**src/rtl/best_match_tracker.sv**
```systemverilog
// best_match_tracker: running global-minimum tracker for the SAD search core.
// Consumes one {index, SAD} candidate per cycle, keeps the smallest SAD seen in
// the current pass (earliest index wins ties), closes the pass on the
// TriggerBoss-marked candidate and holds the winner under a ready/ack handshake.
// Optional feature macro: SAD_COORD_OUT_EN adds BestRow/BestCol outputs derived
// from BestIndex with a power-of-two FRAME_W row pitch.
module best_match_tracker #(
  parameter int IDX_W   = 16,
  parameter int SAD_W   = 14,
  parameter int CNT_W   = 16,
  parameter int FRAME_W = 64
) (
  input  logic             clk,
  input  logic             Reset,
  input  logic             Start,
  input  logic             InValid,
  input  logic [IDX_W-1:0] InIndex,
  input  logic [SAD_W-1:0] InValue,
  input  logic             InTriggerBoss,
  input  logic             ResultAck,
  output logic             Busy,
  output logic             ResultValid,
  output logic [IDX_W-1:0] BestIndex,
  output logic [SAD_W-1:0] BestValue,
`ifdef SAD_COORD_OUT_EN
  output logic [IDX_W-1:0] BestRow,
  output logic [IDX_W-1:0] BestCol,
`endif
  output logic [CNT_W-1:0] CandCount
);

  // Row pitch must be a power of two so row/col reduce to shift and mask.
  if (FRAME_W <= 0 || (FRAME_W & (FRAME_W - 1)) != 0) begin : g_bad_frame_w
    $error("best_match_tracker: FRAME_W must be a power of two");
  end

  typedef enum logic [1:0] {
    IDLE   = 2'd0,
    SEARCH = 2'd1,
    DONE   = 2'd2
  } state_t;

  state_t state;
  logic   first;
  logic   take;

  // Candidate counter stops at all-ones instead of wrapping.
  function automatic logic [CNT_W-1:0] sat_inc(input logic [CNT_W-1:0] c);
    return (&c) ? c : c + CNT_W'(1);
  endfunction

`ifdef SAD_COORD_OUT_EN
  localparam int ROW_SH = $clog2(FRAME_W);

  function automatic logic [IDX_W-1:0] row_of(input logic [IDX_W-1:0] idx);
    return idx >> ROW_SH;
  endfunction

  function automatic logic [IDX_W-1:0] col_of(input logic [IDX_W-1:0] idx);
    return idx & IDX_W'(FRAME_W - 1);
  endfunction
`endif

  // A candidate replaces the best when it opens the pass or is strictly smaller.
  always_comb begin
    take = first || (InValue < BestValue);
  end

  // Control FSM with all outputs registered; Reset, then Start, take priority.
  always_ff @(posedge clk) begin
    if (Reset) begin
      state       <= IDLE;
      Busy        <= 1'b0;
      ResultValid <= 1'b0;
      BestIndex   <= '0;
      BestValue   <= '1;
      CandCount   <= '0;
      first       <= 1'b1;
`ifdef SAD_COORD_OUT_EN
      BestRow     <= '0;
      BestCol     <= '0;
`endif
    end else if (Start) begin
      state       <= SEARCH;
      Busy        <= 1'b1;
      ResultValid <= 1'b0;
      BestIndex   <= '0;
      BestValue   <= '1;
      CandCount   <= '0;
      first       <= 1'b1;
`ifdef SAD_COORD_OUT_EN
      BestRow     <= '0;
      BestCol     <= '0;
`endif
    end else begin
      case (state)
        SEARCH: begin
          if (InValid) begin
            CandCount <= sat_inc(CandCount);
            first     <= 1'b0;
            if (take) begin
              BestIndex <= InIndex;
              BestValue <= InValue;
`ifdef SAD_COORD_OUT_EN
              BestRow   <= row_of(InIndex);
              BestCol   <= col_of(InIndex);
`endif
            end
            if (InTriggerBoss) begin
              state       <= DONE;
              Busy        <= 1'b0;
              ResultValid <= 1'b1;
            end
          end
        end
        DONE: begin
          if (ResultAck) begin
            state       <= IDLE;
            ResultValid <= 1'b0;
          end
        end
        default: begin
          // IDLE: wait for Start; candidates and acks are ignored.
        end
      endcase
    end
  end

endmodule

```
**config.mk**
```make
export PLATFORM = sky130hd
export DESIGN_NAME = best_match_tracker
export DESIGN_NICKNAME = d
export VERILOG_FILES = /design/src/rtl/best_match_tracker.sv
export SDC_FILE = /design/constraint.sdc
export NUM_CORES = 1
export LEC_CHECK = 0
export BUFFER_PORTS_ARGS = -buffer_cell sky130_fd_sc_hd__buf_2
export CAP_MARGIN = 10
export CORE_MARGIN = 3
export CORE_UTILIZATION = 45
export DETAILED_ROUTE_END_ITERATION = 12
export PLACE_DENSITY = 0.75
export SETUP_SLACK_MARGIN = 0.05
export SLEW_MARGIN = 30
export SYNTH_ARGS = -nofsm -noshare
export SYNTH_HDL_FRONTEND = slang
export SYNTH_SLANG_ARGS = --single-unit
```
**constraint.sdc**
```tcl
create_clock -name clk -period 5.47 [get_ports clk]
set_clock_uncertainty 0.05 [all_clocks]
set_input_delay 1.094 -clock clk [delete_from_list [all_inputs] [get_ports clk]]
set_output_delay 1.094 -clock clk [all_outputs]
set_load 0.01 [all_outputs]
```
Word level (Yosys, flattened, before mapping) --
Index checks and enable logic that the tools add are counted.
Storage, ports and cells: register bits after elaboration 51, input bits 36, logic and storage cells 46, output and inout port bits 48
Cells by class: $add $sub $neg 1, equality and inequality tests 8, mux-type cells 13, bitwise logic cells 1, order comparisons 1, reduce and logical (&&, ||, !) cells 14
Operators with widths (number):
- $add A16 B1 Y16 const B | 1
- $reduce_and A16 Y1 | 1
- $lt A14 B14 Y1 | 1
- $ne A3 B3 Y1 const B | 3
- $reduce_and A3 Y1 | 3
- $mux W1 | 8
- $reduce_and A4 Y1 | 2
- $reduce_bool A2 Y1 | 4
- $mux W2 | 3
- $ne A2 B2 Y1 const B | 3
- $pmux W2 S2 | 1
- $reduce_bool A3 Y1 | 1
- $eq A2 B1 Y1 const B | 1
- $eq A2 B2 Y1 const B | 1
- $pmux W1 S2 | 1
- $reduce_and A2 Y1 | 1
- $reduce_or A2 Y1 | 1
- $logic_or A1 B1 Y1 | 1
- $not A1 Y1 | 1

Longest topological paths before layout --
word-level depth 4, gate-level depth with buffers 8, mapped depth without buffers 7

Least setup slack after synthesis --
OpenSTA, ideal clock, no wires.
path kind input port to flip-flop, start point input port InValue[13], end point register BestIndex[15], buffers on the path 1, stages on the path 7, setup time 72 ps, data arrival time 2459 ps, setup slack 2889 ps, cell sequence ha_1 > nand3b_1 > or2_1 > nor2_1 > a2111oi_4 > buf_6 > mux2i_1
On the way: word-level cells in the longest chain between the ends 3
Ends and longest elaborated chain:
- from (decl) | RTL line 18 | input logic [SAD_W-1:0] InValue,
- $lt A14 B14 Y1 | RTL line 66 | take = first || (InValue < BestValue);
- $logic_or A1 B1 Y1 | RTL line 66
- $reduce_and A3 Y1 (no source line)
- to (signal assigned) | RTL line 102 | BestIndex <= InIndex;
- to (decl) | RTL line 23 | output logic [IDX_W-1:0] BestIndex,
Every way passes these cells. A chain may end at the register's enable or synchronous reset.

Worst setup path in the final report --
start point input port InValue[13], end point register BestIndex[13]
Same word-level chain as after synthesis.

==> out/results.txt <==
Status - finished, final reports clean
Synth unique cells - 37
FF-to-FF End - BestIndex[13]
Worst Tran Pin Value - 865.0 ps
Setup tns final - 0 ps
Worst path arrival time - 3360 ps
Vias in the first global route - 2014
Worst Hold Class - flop to flop
Max incr delay on CP - 820 ps
Number of synthesized flops with an enable pin - 0
Setup Buffers After CTS - 0
Unrepaired setup endpoints after global routing - false
Worst R2R Path Depth - 8
Nets@finish - 415
Initial antenna violation count - 0
Origin of the worst setup path - InValue[13]
First drt pass iteration count - 4
Antenna diodes - 0
Setup CP Type - input pin to flop
Met1 GRT Util - 0.2191
Seq/Total Area, Yosys - 0.4008
Met2 usage - 0.2939
Top post-synthesis cells by area - dfxtp_1 (40%), mux2i_1 (13%), nor2_1 (7.4%)
Total global-route track usage - 0.1759
Peak supply drop - 0.1629 mV
Worst-path clk slew - 90 ps
Layout fillers - 491
Cells after synthesis - 285
Clk sinks - 50
Min Tclk post-route - 3172 ps
Mapped cell area - 2497 um2
Total Routed Length - 5527 um
Worst R2R Setup Slack - 2780 ps
Synth cell count leaders - dfxtp_1 (50), nor2_1 (49), nand2_1 (44)
Max Clk Rate - 315.2 MHz
Area of the multi-input gates - 1370 um2
Ys Warns - 0
Routed wire length per instance - 12.68 um
R2R Path Start - BestValue[13]
Core area - 5238 um2
Cell Pwr Density - 229.6 nW/um2
Max clock buf depth - 2
Post-DP HPWL - 4110 um
First-pass GRT wire length - 9011 um
Avg Cell Area, Syn - 8.763 um2
Die H - 80.50 um
Maximum capacitance violations - 0
DRC Markers - 0
Seq cells post-synth - 50
Rows - 26
Slowest cell on the critical path - a2111oi_4
Port bufs - 83
Largest net degree at the start of global routing - 46
Slew HR - 0.4233
Crit-path max FO - 21
Count of final hold-check violations - 0
Sequential cell area - 1001 um2
Grt ovf - 0
Worst Path Required - 5660 ps
Gr busiest metal - met2
Pins Over Slew Limit - 0
Final Setup Violations - 0
Routed vias - 2165
Final total power - 0.7021 mW
Most frequent cell after synthesis - dfxtp_1
CTS Root Cell - clkbuf_8
Startpoint types - input pin
Syn_nets - 335
Overall die width - 80.50 um
Synth Flop Type - dfxtp_1
Hold buffer count at cts - 0
Clock Latency Late Sink - 300 ps
Die area - 6479 um2
GR Layer Usage met3 - 0.04148
TritonCTS clock tree - yes
Crit. End Element - flop
Vias per cell - 4.966
H-tree depth - 2
Post-synthesis async set-or-reset flop share - 0
P_leak - 1.445 nW
Layout cells sized above 1 - 0.2842
I/O Pins - 84
Initial DRC count - 110
Num CTS Buffers - 5
Gpl congestion - 0.8251
Final period util - 0.5800
Area share of the largest cell type after synthesis - 0.4008
Final ANT Viol Nets - 0
Critical path endpoint - BestIndex[13]
Area Overhead vs Synth - 22.44%
Cell breakdown of the critical path - buf_2 -> ha_1 -> nand3b_1 -> or2_1 -> nor2_1 -> a2111oi_4 -> buf_4 -> mux2i_1
Post-cts resize count - 0
Cell taking the most area after synthesis - dfxtp_1
Initial Utilization - 0.4768
## layout make-up
cell class	count	share of cell area
inverter	16	0.01964
clock inverter	3	0.01309
sequential	50	0.3273
clock buffer	5	0.02250
multi-input combinational	207	0.4480
tap	70	0.02864
timing repair buffer	85	0.1408
## worst min-delay path by stage
| stage | start | endpoint | slack [ps] | depth (start not counted) |
|---|---|---|---|---|
| finish | BestIndex[6] | BestIndex[6] | 410 | 2 |
| global placement | BestIndex[13] | BestIndex[13] | 390 | 2 |
| global route | BestIndex[6] | BestIndex[6] | 420 | 2 |
| floorplan | first | first | 380 | 2 |
| detailed placement | BestIndex[6] | BestIndex[6] | 400 | 2 |
| CTS | BestIndex[6] | BestIndex[6] | 410 | 2 |
## per-stage QoR
stage | std cells | hold WS [ps] | utilization | area, um2 | setup WS [ps]
detailed placement | 428 | 395.3 | 0.5631 | 2949 | 1968
global route | 436 | 421.5 | 0.5839 | 3058 | 2160
CTS | 436 | 408.9 | 0.5839 | 3058 | 2282
global placement | 428 | 392.0 | 0.5631 | 2949 | 2027
floorplan | 285 | 380.3 | - | 2497 | 2889
finish | 436 | 408.2 | 0.5839 | 3058 | 2298
## state kept, by name, indices dropped and copies added, names as in the netlist
name	cells
ResultValid	1
Busy	1
BestValue	14
first	1
CandCount	16
state	1
BestIndex	16
## critical path: cells and delay by family
kind / cells / cell delay [ps]
AOI/OAI and AO/OA: 1 / 820
muxes: 1 / 230
buffers and inverters: 2 / 580
adders and majority gates: 1 / 300
and+or+nand+nor: 3 / 300
## kinds of logic (layout without fill, tap and decap cells)
kind of cell	after synthesis	in the layout	synth area share
and+or+nand+nor	124	124	0.2345
adders and majority gates	14	14	0.07014
buffers and inverters	28	109	0.05160
muxes	32	32	0.1283
DFF	50	50	0.4008
AOI/OAI and AO/OA	27	27	0.07966
xor gates and xnor gates	10	10	0.03507
## routing by layer
metal / share of wire / wire [um] / vias to the layer above
li1: - / - / 1122
met1: 0.44 / 2436 / 982
met2: 0.49 / 2728 / 54
met3: 0.051 / 282 / 7
met4: 0.014 / 79 / 0
met5: 0 / 0 / -
## power breakdown
group	total (mW)	switching [mW]	internal (mW)
clock	0.262	0.127	0.135
combinational	0.0666	0.0369	0.0297
sequential	0.374	0.00433	0.370
## cells in the final DEF (no fill, tap or decap), types with 3 or more instances in the layout
cell	Yosys	layout
buf_2	1	83
dfxtp_1	50	50
nor2_1	49	48
nand2_1	44	44
mux2i_1	32	32
inv_1	16	16
ha_1	14	14
a21oi_1	12	12
xnor2_1	7	7
nand4_1	6	6
nand3_1	6	6
and3_1	5	5
clkbuf_8	0	5
xor2_1	3	3
a211oi_1	3	3
(Power assumes the default switching activity.)
